<file path="src/rtl/pixel_capture_packer_pkg.sv">
// rtl/pixel_capture_packer_pkg.sv - shared types, widths and frame geometry defaults for pixel_capture_packer
`ifndef IMG_WIDTH
`define IMG_WIDTH 8
`endif
`ifndef IMG_HEIGHT
`define IMG_HEIGHT 2
`endif

package pixel_capture_packer_pkg;

    localparam int PIX_W       = 16;
    localparam int WORD_W      = 2 * PIX_W;
    localparam int FRAME_CNT_W = 4;

    typedef enum logic [1:0] {
        ST_IDLE = 2'd0,
        ST_LINE = 2'd1,
        ST_GAP  = 2'd2,
        ST_FEND = 2'd3
    } cap_state_t;

endpackage

</file>
<file path="src/rtl/pixel_capture_packer_pair_packer.sv">
// rtl/pixel_capture_packer_pair_packer.sv - holds the even pixel and emits packed pixel-pair / flush writes
module pixel_pair_packer
    import pixel_capture_packer_pkg::*;
(
    input  logic              PCLK,
    input  logic              RST,
    input  logic              take,
    input  logic [PIX_W-1:0]  pix,
    input  logic              flush,
    output logic              wr_en,
    output logic [WORD_W-1:0] wr_data,
    output logic              pend_valid
);

    logic [PIX_W-1:0] pending;

    // Pair parity follows pend_valid, which is always clear at a line start.
    always_ff @(posedge PCLK or negedge RST) begin
        if (!RST) begin
            wr_en      <= 1'b0;
            wr_data    <= '0;
            pending    <= '0;
            pend_valid <= 1'b0;
        end else begin
            wr_en <= 1'b0;
            if (take) begin
                if (pend_valid) begin
                    wr_en      <= 1'b1;
                    wr_data    <= {pix, pending};
                    pend_valid <= 1'b0;
                end else begin
                    pending    <= pix;
                    pend_valid <= 1'b1;
                end
            end else if (flush && pend_valid) begin
                wr_en      <= 1'b1;
                wr_data    <= {{PIX_W{1'b0}}, pending};
                pend_valid <= 1'b0;
            end
        end
    end

endmodule

</file>
<file path="src/rtl/pixel_capture_packer.sv">
// rtl/pixel_capture_packer.sv - HSYNC-qualified pixel capture writing packed pixel pairs into a frame buffer
// Optional LINE_LENGTH_CHECK_EN: pulse line_err with line_done when a line's pixel count differs from IMG_WIDTH.
module pixel_capture_packer
    import pixel_capture_packer_pkg::*;
#(
    parameter int IMG_WIDTH  = `IMG_WIDTH,
    parameter int IMG_HEIGHT = `IMG_HEIGHT,
    parameter int ADDR_W     = $clog2(IMG_WIDTH * IMG_HEIGHT / 2)
) (
    input  logic                   PCLK,
    input  logic                   RST,
    input  logic [PIX_W-1:0]       Pixel_DATA,
    input  logic                   HSYNC,
    input  logic                   VSYNC,
    output logic                   wr_en,
    output logic [ADDR_W-1:0]      wr_addr,
    output logic [WORD_W-1:0]      wr_data,
    output logic                   line_done,
    output logic                   frame_done,
    output logic [FRAME_CNT_W-1:0] frame_cnt,
    output logic                   line_err
);

    localparam int                COL_W    = $clog2(IMG_WIDTH + 2);
    localparam int                LINE_W   = $clog2(IMG_HEIGHT + 1);
    localparam logic [COL_W-1:0]  COL_END  = COL_W'(IMG_WIDTH);
    localparam logic [COL_W-1:0]  COL_SAT  = COL_W'(IMG_WIDTH + 1);
    localparam logic [LINE_W-1:0] LINE_END = LINE_W'(IMG_HEIGHT);

    cap_state_t        state, state_nxt;
    logic [COL_W-1:0]  col, col_eff;
    logic [LINE_W-1:0] line_cnt;
    logic              line_start, line_fall, in_line, take;
    logic              flush_wait, pend_valid;
    logic              vsync_unused;

    assign vsync_unused = VSYNC;

    always_comb begin
        state_nxt  = state;
        line_start = 1'b0;
        line_fall  = 1'b0;
        unique case (state)
            ST_IDLE: if (HSYNC) begin
                state_nxt  = ST_LINE;
                line_start = 1'b1;
            end
            ST_LINE: if (!HSYNC) begin
                state_nxt = ST_GAP;
                line_fall = 1'b1;
            end
            ST_GAP: if (line_cnt == LINE_END) begin
                state_nxt = ST_FEND;
            end else if (HSYNC) begin
                state_nxt  = ST_LINE;
                line_start = 1'b1;
            end
            ST_FEND: state_nxt = ST_IDLE;
            default: state_nxt = ST_IDLE;
        endcase
        in_line = HSYNC && (line_start || state == ST_LINE);
        col_eff = line_start ? '0 : col;
        // Pixels past the line width are sampled but never packed.
        take    = in_line && (col_eff < COL_END);
    end

    pixel_pair_packer u_pair (
        .PCLK       (PCLK),
        .RST        (RST),
        .take       (take),
        .pix        (Pixel_DATA),
        .flush      (line_fall),
        .wr_en      (wr_en),
        .wr_data    (wr_data),
        .pend_valid (pend_valid)
    );

    always_ff @(posedge PCLK or negedge RST) begin
        if (!RST) begin
            state      <= ST_IDLE;
            col        <= '0;
            line_cnt   <= '0;
            flush_wait <= 1'b0;
            wr_addr    <= '0;
            line_done  <= 1'b0;
            frame_done <= 1'b0;
            frame_cnt  <= '0;
        end else begin
            state      <= state_nxt;
            line_done  <= 1'b0;
            frame_done <= 1'b0;
            if (in_line) begin
                col <= (col_eff == COL_SAT) ? col_eff : col_eff + 1'b1;
            end
            if (wr_en) begin
                wr_addr <= wr_addr + 1'b1;
            end
            // An odd-length line spends one extra cycle writing its flush word before line_done.
            if (line_fall) begin
                line_cnt   <= line_cnt + 1'b1;
                flush_wait <= pend_valid;
                line_done  <= !pend_valid;
            end
            if (flush_wait) begin
                flush_wait <= 1'b0;
                line_done  <= 1'b1;
            end
            if (state == ST_FEND) begin
                frame_done <= 1'b1;
                frame_cnt  <= frame_cnt + 1'b1;
                wr_addr    <= '0;
                line_cnt   <= '0;
            end
        end
    end

`ifdef LINE_LENGTH_CHECK_EN
    logic len_bad;

    always_ff @(posedge PCLK or negedge RST) begin
        if (!RST) begin
            len_bad  <= 1'b0;
            line_err <= 1'b0;
        end else begin
            line_err <= 1'b0;
            if (line_fall) begin
                len_bad  <= (col != COL_END);
                line_err <= !pend_valid && (col != COL_END);
            end
            if (flush_wait) begin
                line_err <= len_bad;
            end
        end
    end
`else
    assign line_err = 1'b0;
`endif

endmodule
</file>
<file path="config.mk">
export PLATFORM = sky130hd
export DESIGN_NAME = pixel_capture_packer
export DESIGN_NICKNAME = d
export VERILOG_FILES = /design/src/rtl/pixel_capture_packer_pkg.sv /design/src/rtl/pixel_capture_packer_pair_packer.sv /design/src/rtl/pixel_capture_packer.sv
export SDC_FILE = /design/constraint.sdc
export NUM_CORES = 1
export LEC_CHECK = 0
export BUFFER_PORTS_ARGS = -buffer_cell sky130_fd_sc_hd__buf_2
export CORE_ASPECT_RATIO = 1.4
export CORE_MARGIN = 1
export CORE_UTILIZATION = 45
export CTS_BUF_LIST = sky130_fd_sc_hd__clkbuf_8
export DETAILED_ROUTE_END_ITERATION = 10
export GPL_ROUTABILITY_DRIVEN = 0
export MAX_ROUTING_LAYER = met4
export PLACE_DENSITY = 0.69
export RECOVER_POWER = 100
export SLEW_MARGIN = 20
export SYNTH_ARGS = -nofsm -noshare
export SYNTH_HDL_FRONTEND = slang
export SYNTH_HIERARCHICAL = 1
export SYNTH_SLANG_ARGS = --single-unit
</file>
<file path="constraint.sdc">
create_clock -name PCLK -period 2.4 [get_ports PCLK]
set_input_delay 0 -clock PCLK [delete_from_list [all_inputs] [get_ports PCLK]]
set_output_delay 0 -clock PCLK [all_outputs]
set_load 0.02 [all_outputs]
</file>
## Yosys cells after proc, flatten, opt, wreduce, memory -nomap -nowiden

Cells that the tools add are included.

- Reductions and logical operators: 11
- $mul: 0
- Shift operators: 0
- Div/mod/pow operators: 0
- Bitwise logic cells: 1
- Mux-type cells: 29
- Order comparisons: 1
- $add $sub $neg: 4
- Eq/ne operators: 7

Operators by type and width:

| kind | count |
|---|---|
| two-way mux 32 bit | 3 |
| two-way mux 1 bit | 15 |
| two-way mux 2 bit | 5 |
| adder 4 x 1 -> 4 bit (second input constant) | 2 |
| two-way mux 4 bit | 2 |
| one-hot mux 2 bit (4 select lines) | 1 |
| == test 2 bit (second input constant) | 3 |
| two-way mux 3 bit | 2 |
| nonzero test 2 bit | 3 |
| == test 4 bit (second input constant) | 1 |
| less-than comparator 4 bit (second input constant) | 1 |
| AND reduction 2 bit | 2 |
| adder 3 x 1 -> 3 bit (second input constant) | 1 |
| logical AND 1 bit | 3 |
| adder 2 x 1 -> 2 bit (second input constant) | 1 |
| == test 2 x 1 -> 1 bit (second input constant) | 1 |
| zero test 2 bit | 1 |
| != test 2 x 1 -> 1 bit (second input constant) | 1 |
| != test 2 bit (second input constant) | 1 |
| one-hot mux 1 bit (2 select lines) | 1 |
| zero test 1 bit | 1 |
| logical OR 1 bit | 1 |
| inverter 1 bit | 1 |

- Output and inout bits: 43
- Logic and storage cells: 65
- Bits in read-only memories: 0
- Input bits: 20
- Bits in writable memories: 0
- Bits in latches: 0
- Flip-flop bits (word level): 68
- Memories: 0

## Longest topological paths before layout

Gate-level depths: netlist of the first run.

- Word-level depth: 8
- Gate-level depth with buffers: 11
- Gate-level depth less buffers: 11

## Modules after synthesis

Netlist of the first run, hierarchy kept.

By module, submodules not included:

| module | instances | area each (um^2) | sequential area each (um^2) | cells each |
|---|---|---|---|---|
| pixel_pair_packer | 1 | 1,891.8 | 1,251.2 | 111 |
| pixel_capture_packer | 1 | 845.8 | 450.4 | 81 |

## Worst setup path before layout of the first run

Ideal clock, no wire load.

- Path kind: register -> register
- From: register line_cnt[0]
- To: register u_pair.pending[10]
- Data arrival time: 1.744 ns
- Data required time: 2.275 ns
- Library setup time: 0.125 ns
- Slack: 0.531 ns
- Stages on the path, launching flop included: 10
- Buffers on the path: 2
- Period minus slack after synthesis: 1.869 ns
- Cell sequence: dfrtp_1 > inv_1 > ha_1 > nand2_1 > nand3b_2 > a21oi_1 > nand2b_1 > buf_6 > buf_12 > mux2_4

- Longest elaborated chain between the ends: 7
- Elaborated cells between the ends (all ways): 9
- Classes of those cells: order compare: 1; eq/ne: 1; mux: 3; reduce/logical: 4

Ends and longest elaborated chain:

| item | RTL line | RTL |
|---|---|---|
| from (decl) | pixel_capture_packer.sv:32 | `logic [LINE_W-1:0] line_cnt;` |
| from (signal assigned) | pixel_capture_packer.sv:100 | `line_cnt <= line_cnt + 1'b1;` |
| == test 2 bit (*) | pixel_capture_packer.sv:52 | `ST_GAP: if (line_cnt == LINE_END) begin` |
| two-way mux 1 bit (*) | pixel_capture_packer.sv:52 |  |
| one-hot mux 1 bit (2 select lines) (*) | pixel_capture_packer.sv:43 | `unique case (state)` |
| two-way mux 4 bit or logical OR 1 bit (tied branches) | pixel_capture_packer.sv:62, pixel_capture_packer.sv:61 |  |
| less-than comparator 4 bit or logical AND 1 bit (tied branches) | pixel_capture_packer.sv:64, pixel_capture_packer.sv:61 |  |
| logical AND 1 bit (*) | pixel_capture_packer.sv:64 | `take = in_line && (col_eff < COL_END);` |
| net take | pixel_capture_packer.sv:33 | `logic line_start, line_fall, in_line, take;` |
| AND reduction 2 bit (no line) (*) | - |  |
| to (signal assigned) | pixel_capture_packer_pair_packer.sv:32 | `pending <= pix;` |
| to (decl) | pixel_capture_packer_pair_packer.sv:15 | `logic [PIX_W-1:0] pending;` |

The timed path passes the listed nets; every way through them passes the cells marked *.
A chain may end at the register's enable or synchronous reset.

## Worst setup path in the final report of the first run

- From: register line_cnt[0]
- To: register u_pair.wr_data[18]

- Longest elaborated chain between the ends: 8
- Elaborated cells between the ends (all ways): 12
- Classes of those cells: order compare: 1; eq/ne: 2; mux: 4; reduce/logical: 5

Ends and longest elaborated chain:

| item | RTL line | RTL |
|---|---|---|
| == test 2 bit (*) | pixel_capture_packer.sv:52 |  |
| two-way mux 1 bit (*) | pixel_capture_packer.sv:52 |  |
| one-hot mux 1 bit (2 select lines) (*) | pixel_capture_packer.sv:43 |  |
| two-way mux 4 bit or logical OR 1 bit (tied branches) | pixel_capture_packer.sv:62, pixel_capture_packer.sv:61 |  |
| less-than comparator 4 bit or logical AND 1 bit (tied branches) | pixel_capture_packer.sv:64, pixel_capture_packer.sv:61 |  |
| logical AND 1 bit (*) | pixel_capture_packer.sv:64 |  |
| net take | pixel_capture_packer.sv:33 |  |
| != test 2 x 1 -> 1 bit (no line) or nonzero test 2 bit (tied branches) | - |  |
| AND reduction 2 bit (no line) | - |  |
| to (signal assigned) | pixel_capture_packer_pair_packer.sv:29 | `wr_data <= {pix, pending};` |
| to (signal assigned) | pixel_capture_packer_pair_packer.sv:37 | `wr_data <= {{PIX_W{1'b0}}, pending};` |
| to (decl) | pixel_capture_packer_pair_packer.sv:11 | `output logic [WORD_W-1:0] wr_data,` |

Marks and branches as above.

==> out/metrics.yaml, run 1 <==
status: "finished, violations left"
violations: "capacitance limit, slew limit"
skew_ns: 0.00476
grt_max_degree: 38
synth_area_leaders: "dfrtp_1, mux2_2, a22o_1"
drcViolationCount: 0
clk_latency_ns: 0.33
crit_start: "line_cnt[0]"
drive_gt1_share_pct: 22.7
grt_pass1_vias: 1778
ctsHoldBuffers: 18
syn_nets: 217
clock_path_buffers: 2
final_cell_mix: "dfrtp_1, clkbuf_1, mux2_2"
critPathLaunchType: "register"
syn_area_um2: 2740
fin_nets: 302
fin_crit_ns: 2.13
viasPerCell: 5.13
io_pins: 63
swShare_pct: 35.5
min-delay-start: "flush_wait"
antenna_found_initial: 0
fp-row-count: 33
cts.clk_slew.worst_paths_ns: 0.07
die_area_um2: 6400
seq_area_frac_synth_pct: 62.2
coreArea_um2: 5860
io_buffers: 60
synth_cell_types: 37
synth-main-ff-cell: "dfrtp_1"
grt_usage_pct: 18.4
fin_tns_setup_ns: 0
cts_tree: "built"
htreeDepth: 3
synth_edf_count: 0
grt_pass1_wl_um: 8310
async_flop_share_pct: 100
final_common_cell: "dfrtp_1"
powerDensity_nw_per_um2: 1410
start_util_pct: 46.7
crit_required_ns: 2.67
cts-root-buf: "clkbuf_8"
ctsResizeCount: 0
rsz0062_at_grt: "false"
wl_um: 4990
post_cts_buffers: 0
ys.warnings.count: 6
die_width_um: 67.9
grt_overflow: 0
syn_avg_cell_area_um2: 14.3
clkPwrFrac_pct: 23.6
ys_ff_latch: 68
combPwrFrac_pct: 35.0
end_kind: "register"
worst-setup-path-type: "register to register"
max_slew_margin_pct: -18.6
syn_inst: 192
numCtsBuffers: 9
dp_hpwl_um: 3170
max_cap_violations: 1
cts.sinks: 68
final-setup-viol-count: 0
fmax_ghz: 0.469
synth_top_area_cell: "dfrtp_1"
switching_power_uw: 1720
seq_power_share_pct: 41.4
crit_fanout: 10
drv_slew: 32
ir_drop_uv: 890
fin_crit_sh_pct: 88.8
arrival_ns: 2.40
drt_iter0_markers: 63
drt-pass1-iter-count: 7
whs_ns: 0.427
hold_path.class: "register to register"
ant_nets: 0
hold_viol_final: 0
power_leakage_uw: 0.00159
p_int_uw: 3120
route.vias.total: 1807
die_h_um: 94.3
synth_top_area_share_pct: 62.2
wl_per_cell_um: 14.2
timing_worst_slew_pin_value_ns: 1.78
num_antenna_cells: 0
area_growth_pct: 25.3
reg2reg_from: "line_cnt[0]"
[power by group through the flow]
stage,logic (uW),clock network (uW),registers (uW)
2_1_floorplan,975,0,2360
3_3_place_gp,1810,0,2000
3_5_place_dp,1860,0,2010
4_1_cts,1880,1170,2000
5_1_grt,1860,1230,2080
6_report,1690,1140,2000
[final timing paths]
| path | slack (ns) | cells after the start | endpoint |
|---|---|---|---|
| max | 0.27 | 8 | u_pair/wr_data[18] |
| min in group asynchronous | 0.68 | 2 | frame_cnt[1] |
| max reg2reg | 0.27 | 8 | u_pair/wr_data[18] |
| min reg2reg | 0.43 | 1 | flush_wait |
| max in group asynchronous | 0.69 | 2 | u_pair/wr_data[13] |
| min | 0.43 | 1 | flush_wait |
[cell families (layout without fill, tap and decap cells)]
logic type / count (synthesis) / count (layout) / synth area share, %
mux: 34 / 34 / 15.1
simple gates: 32 / 32 / 6.08
flops: 68 / 68 / 62.2
compound gates: 29 / 29 / 8.27
buf+inv: 17 / 107 / 4.02
fa+ha+maj: 5 / 5 / 2.29
other cells: 1 / 1 / 0.137
xor+xnor: 6 / 6 / 1.92
[synth_stat cells (2+ instances only)]
cell and n:
dfrtp_1 68, mux2_4 9, buf_2 2, buf_6 3
ha_1 5, nand2b_1 2, xnor2_1 5, mux2i_1 2
nand2_1 12, a22o_1 17, o21ai_0 2, a21oi_1 4
nand3_1 5, mux2_2 23, nor2_1 5, inv_1 7
[stage by stage]
step,util (%),cell area [um2],power [uW],cells,worst slack [ns]
floorplan,-,2740,3340,192,0.531
CTS,60.1,3520,5060,352,0.331
global placement,52.8,3100,3810,318,0.394
detailed placement,52.8,3100,3870,318,0.359
global route,58.5,3430,5170,352,0.0917
finish,58.5,3430,4840,352,0.268
[final cells by class]
cell class	instances	area, um2
Inverter	8	30.0
Multi-Input combinational cell	107	886
Sequential cell	68	1700
Clock inverter	6	111
Fill cell	495	2430
Tap cell	70	87.6
Clock buffer	10	138
Timing Repair Buffer	83	477
[flip-flops by register name, summed over array words and instances, names as in the netlist]
register,cells
u_pair/pend_valid,1
col,4
frame_done,1
wr_addr,3
u_pair/pending,16
u_pair/wr_data,32
frame_cnt,4
flush_wait,1
line_cnt,2
u_pair/wr_en,1
line_done,1
state,2
[layer usage]
layer	track usage [%]	routed length, um
met1	22.5	2150
met2	27.2	2520
met3	6.07	211
met4	8.68	104
met5	-	0
[critical path, cell delays in order, from the launching register on]
cell and delay [ns]:
dfrtp_1 0.37, inv_1 0.05, ha_1 0.22, nand2_1 0.09, nand3b_1 0.22, a21oi_1 0.36
and2_1 0.34, buf_4 0.25, a22o_1 0.15
No activity file was read; power rests on OpenSTA's default activity.
==> run 2: changes to the inputs <==
- SETUP_SLACK_MARGIN: default -> 0.5
==> out/metrics.yaml, run 2 (synthesized netlist as in run 1, its figures left out) <==
grt_usage_pct: 18.7
cts_tree: "built"
die_area_um2: 6400
cts.clk_slew.worst_paths_ns: 0.07
hold_viol_final: 0
ant_nets: 0
start_util_pct: 46.7
drcViolationCount: 0
final_cell_mix: "dfrtp_1, clkbuf_1, mux2_2"
clk_latency_ns: 0.33
fin_nets: 309
worst-setup-path-type: "register to register"
rsz0062_at_grt: "false"
fin_crit_ns: 2.01
io_pins: 63
drt_iter0_markers: 61
drv_slew: 32
viasPerCell: 5.17
regToRegSetupSlack_ns: 0.39
final_common_cell: "dfrtp_1"
htreeDepth: 3
largest_reg_flops: 32
top_regs: "u_pair/wr_data (32), u_pair/pending (16)"
ir_drop_uv: 856
crit_chain: "inv_1, ha_1, nand2_1, nand3b_4, a21oi_4, o21ai_4, clkbuf_2, mux2_2"
reg2reg_from: "line_cnt[0]"
crit_fanout: 9
antenna_found_initial: 0
drt-pass1-iter-count: 4
crit_path_top_delay_cell: "dfrtp_1"
final-setup-viol-count: 0
grt_pass1_wl_um: 8430
critPathLaunchType: "register"
power_leakage_uw: 0.00164
fin_crit_sh_pct: 83.7
end_kind: "register"
num_antenna_cells: 0
die_h_um: 94.3
grt_max_degree: 38
final_core_util_pct: 60.3
critPathCapture: "u_pair/wr_data[9]"
violations: "capacitance limit, slew limit"
die_width_um: 67.9
grt_overflow: 0
multiInputGateArea_um2: 927
hold_path.class: "primary input to register"
status: "finished, violations left"
fin_tns_setup_ns: 0
fin_area_um2: 3530
area_growth_pct: 29.1
fmax_ghz: 0.498
wl_per_cell_um: 14.7
max_slew_margin_pct: -18.4
max_cap_violations: 1
crit_required_ns: 2.62
regArea_um2: 1700
clock_path_buffers: 2
coreArea_um2: 5860
wl_um: 5280
dp_hpwl_um: 3170
timing_worst_slew_pin_value_ns: 1.78
numCtsBuffers: 9
post-place-cells: 318
fill_cells: 494
io_buffers: 60
fp-row-count: 33
grt_pass1_vias: 1816
drive_gt1_share_pct: 26.3
r2r_end: "u_pair/wr_data[9]"
powerDensity_nw_per_um2: 1410
route.vias.total: 1856
max_stage_delay_ns: 0.38
finish.cell_count_without_fillers: 359
cts.sinks: 68
placed_area_um2: 3100
skew_ns: 0.00603
regMostFlops: "u_pair/wr_data"
cts-root-buf: "clkbuf_8"
reg2reg_depth: 8
arrival_ns: 2.23
crit_start: "line_cnt[0]"
run 2: through the flow:
step                setup WS [ns]  hold WS, ns  power, uW
floorplan                   0.531       -0.296       3340
global placement            0.394       0.0994       3810
detailed placement          0.359        0.105       3870
CTS                         0.491       0.0924       5070
global route                0.288        0.147       5290
finish                      0.391        0.142       4970
run 2: worst min-delay path by stage:
stage / end / depth (start not counted) / slack (ns) / start
floorplan: col[0] / 0 / -0.30 / RST
global placement: u_pair/wr_data[6] / 1 / 0.1 / RST
detailed placement: wr_addr[1] / 1 / 0.10 / RST
CTS: col[3] / 4 / 0.09 / HSYNC
global route: col[3] / 4 / 0.15 / HSYNC
finish: col[3] / 4 / 0.14 / HSYNC
run 2: layer usage:
layer	vias to the layer above	global-route usage (%)	wire length, um
met4	0	8.68	133
met3	12	6.19	224
met2	48	28.3	2690
li1	854	-	-
met1	942	22.2	2240
met5	-	-	0
run 2: layout make-up:
cell class | count | share of cell area (%)
Clock buffer | 10 | 3.89
Clock inverter | 6 | 3.15
Inverter | 8 | 0.850
Multi-Input combinational cell | 107 | 26.2
Sequential cell | 68 | 48.1
Tap cell | 70 | 2.48
Timing Repair Buffer | 90 | 15.3
run 2: timing repair:
| action | in CTS | in global routing |
|---|---|---|
| hold buffers | 18 | 0 |
| gates resized for setup | 4 | 11 |
| setup endpoints to repair | 50 | 51 |
| hold endpoints to repair | 65 | 0 |
| gates cloned | 0 | 1 |
| buffers inserted | 0 | 6 |
| pin swaps | 0 | 3 |
run 2: critical path: cells and delay by family, from the launching register on:
kind / cells / cell delay (ns)
AOI/OAI and AO/OA: 2 / 0.31
adders and majority gates: 1 / 0.18
buffers and inverters: 2 / 0.36
DFF: 1 / 0.38
muxes: 1 / 0.37
and+or+nand+nor: 2 / 0.28
run 2: power breakdown:
group / switching [uW] / internal, uW / total [uW]
Sequential: 334 / 1680 / 2010
Clock: 426 / 720 / 1150
Combinational: 1010 / 796 / 1810
Total: 1770 / 3200 / 4970
==> run 3: changes to the inputs <==
- clock period: 2.4 -> 2.1 ns (I/O delays scaled with it)
==> out/metrics.yaml, run 3 (synthesized netlist as in run 1, its figures left out) <==
io_pins: 63
max_cap_violations: 0
crit_start: "line_cnt[0]"
regToRegSetupSlack_ns: 0.25
crit_chain: "inv_1, ha_1, nand2_4, nand3b_4, a21oi_4, o21ai_4, buf_12, mux2_2"
dp_hpwl_um: 3380
grt_max_degree: 29
rsz0062_at_grt: "true"
htreeDepth: 3
start_util_pct: 46.7
grt_pass1_vias: 1842
cts.sinks: 68
antenna_found_initial: 0
coreArea_um2: 5860
crit_fanout: 17
die_width_um: 67.9
area_growth_pct: 32.3
cts_tree: "built"
max_stage_delay_ns: 0.38
final-setup-viol-count: 0
clock_path_buffers: 2
regArea_um2: 1700
timing_worst_slew_pin_value_ns: 1.14
fill_cells: 497
viasPerCell: 5.02
regMostFlops: "u_pair/wr_data"
fin_tns_setup_ns: 0
drt_iter0_markers: 98
ir_drop_uv: 891
fin_crit_sh_pct: 87.9
reg2reg_depth: 8
die_h_um: 94.3
end_kind: "register"
crit_buf_inv: 2
hold_path.class: "primary input to asynchronous set/reset pin"
io_buffers: 60
fmax_ghz: 0.542
power_uw: 5710
max_slew_margin_pct: 23.8
num_antenna_cells: 0
drive_gt1_share_pct: 26.5
drv_slew: 0
crit_path_top_delay_cell: "dfrtp_1"
critPathCapture: "u_pair/wr_data[0]"
cp.depth: 8
arrival_ns: 2.07
fin_area_um2: 3620
wl_um: 5330
clk_latency_ns: 0.34
grt_pass1_wl_um: 8740
skew_ns: 0.00912
fin_crit_ns: 1.85
grt_usage_pct: 19.5
crit_required_ns: 2.32
top_regs: "u_pair/wr_data (32), u_pair/pending (16)"
fp-row-count: 33
wl_per_cell_um: 14.6
cp_top_family: "flip-flops"
final_cell_mix: "dfrtp_1, clkbuf_1, mux2_1"
hold_viol_final: 0
drt-pass1-iter-count: 4
numCtsBuffers: 9
r2r_end: "u_pair/wr_data[0]"
ant_nets: 0
cts.clk_slew.worst_paths_ns: 0.07
multiInputGateArea_um2: 971
drcViolationCount: 0
placed_area_um2: 3200
cts-root-buf: "clkbuf_8"
die_area_um2: 6400
powerDensity_nw_per_um2: 1580
route.vias.total: 1826
final_common_cell: "dfrtp_1"
largest_reg_flops: 32
fin_nets: 314
final_core_util_pct: 61.8
status: "completed"
reg2reg_from: "line_cnt[0]"
critPathLaunchType: "register"
worst-setup-path-type: "register to register"
grt_overflow: 0
power_leakage_uw: 0.00167
-- run 3: cell types whose count changed in the layout (fill, tap and decap cells not counted), moves of 2 or more --
cell	before	now
mux2_2	23	10
mux2_1	8	20
nand2_1	12	8
buf_4	7	10
nand2_2	1	4
clkinvlp_4	0	2
inv_1	8	6
-- run 3: layout make-up --
cell class / count / share of cell area [%]
sequential: 68 / 47.0
multi-input combinational: 107 / 26.8
timing repair buffer: 95 / 16.4
clock buffer: 11 / 4.18
tap: 70 / 2.42
clock inverter: 5 / 2.32
inverter: 8 / 0.829
-- run 3: layer usage --
layer	global-route usage [%]	vias to the layer above	wire [um]
met5	-	-	0
met4	12.0	0	137
met3	4.37	10	209
met2	28.6	48	2610
met1	24.1	895	2370
li1	-	873	-
-- run 3: worst min path at each step --
| stage | slack, ns | end | start |
|---|---|---|---|
| after floorplan | -0.30 | col[0] | RST |
| after global placement | -0.02 | u_pair/wr_data[7] | RST |
| after detailed placement | -0.02 | u_pair/wr_data[7] | RST |
| after CTS | 0.14 | u_pair/wr_data[7] | RST |
| after global routing | 0.41 | u_pair/pending[10] | Pixel_DATA[10] |
| final | 0.40 | u_pair/wr_data[7] | RST |
-- run 3: what timing repair did --
item | CTS | global route
setup endpoints to repair | 51 | 52
buffers inserted | 6 | 2
pin swaps | 4 | 3
resized for setup | 13 | 7
hold endpoints to repair | 53 | 0
cloned | 0 | 1
hold buffers | 18 | 0
-- run 3: where the power goes --
part	internal [uW]	switching, uW	total, uW
Sequential	1920	396	2320
Combinational	978	1190	2170
Clock	735	492	1230
Total	3630	2080	5710
-- run 3: per-stage QoR --
| stage | instances | setup WS, ns | hold slack (ns) |
|---|---|---|---|
| after floorplan | 192 | 0.377 | -0.296 |
| after global placement | 321 | 0.303 | -0.0177 |
| after detailed placement | 321 | 0.227 | -0.0153 |
| after CTS | 361 | 0.354 | 0.144 |
| after global routing | 364 | 0.166 | 0.412 |
| final | 364 | 0.255 | 0.399 |
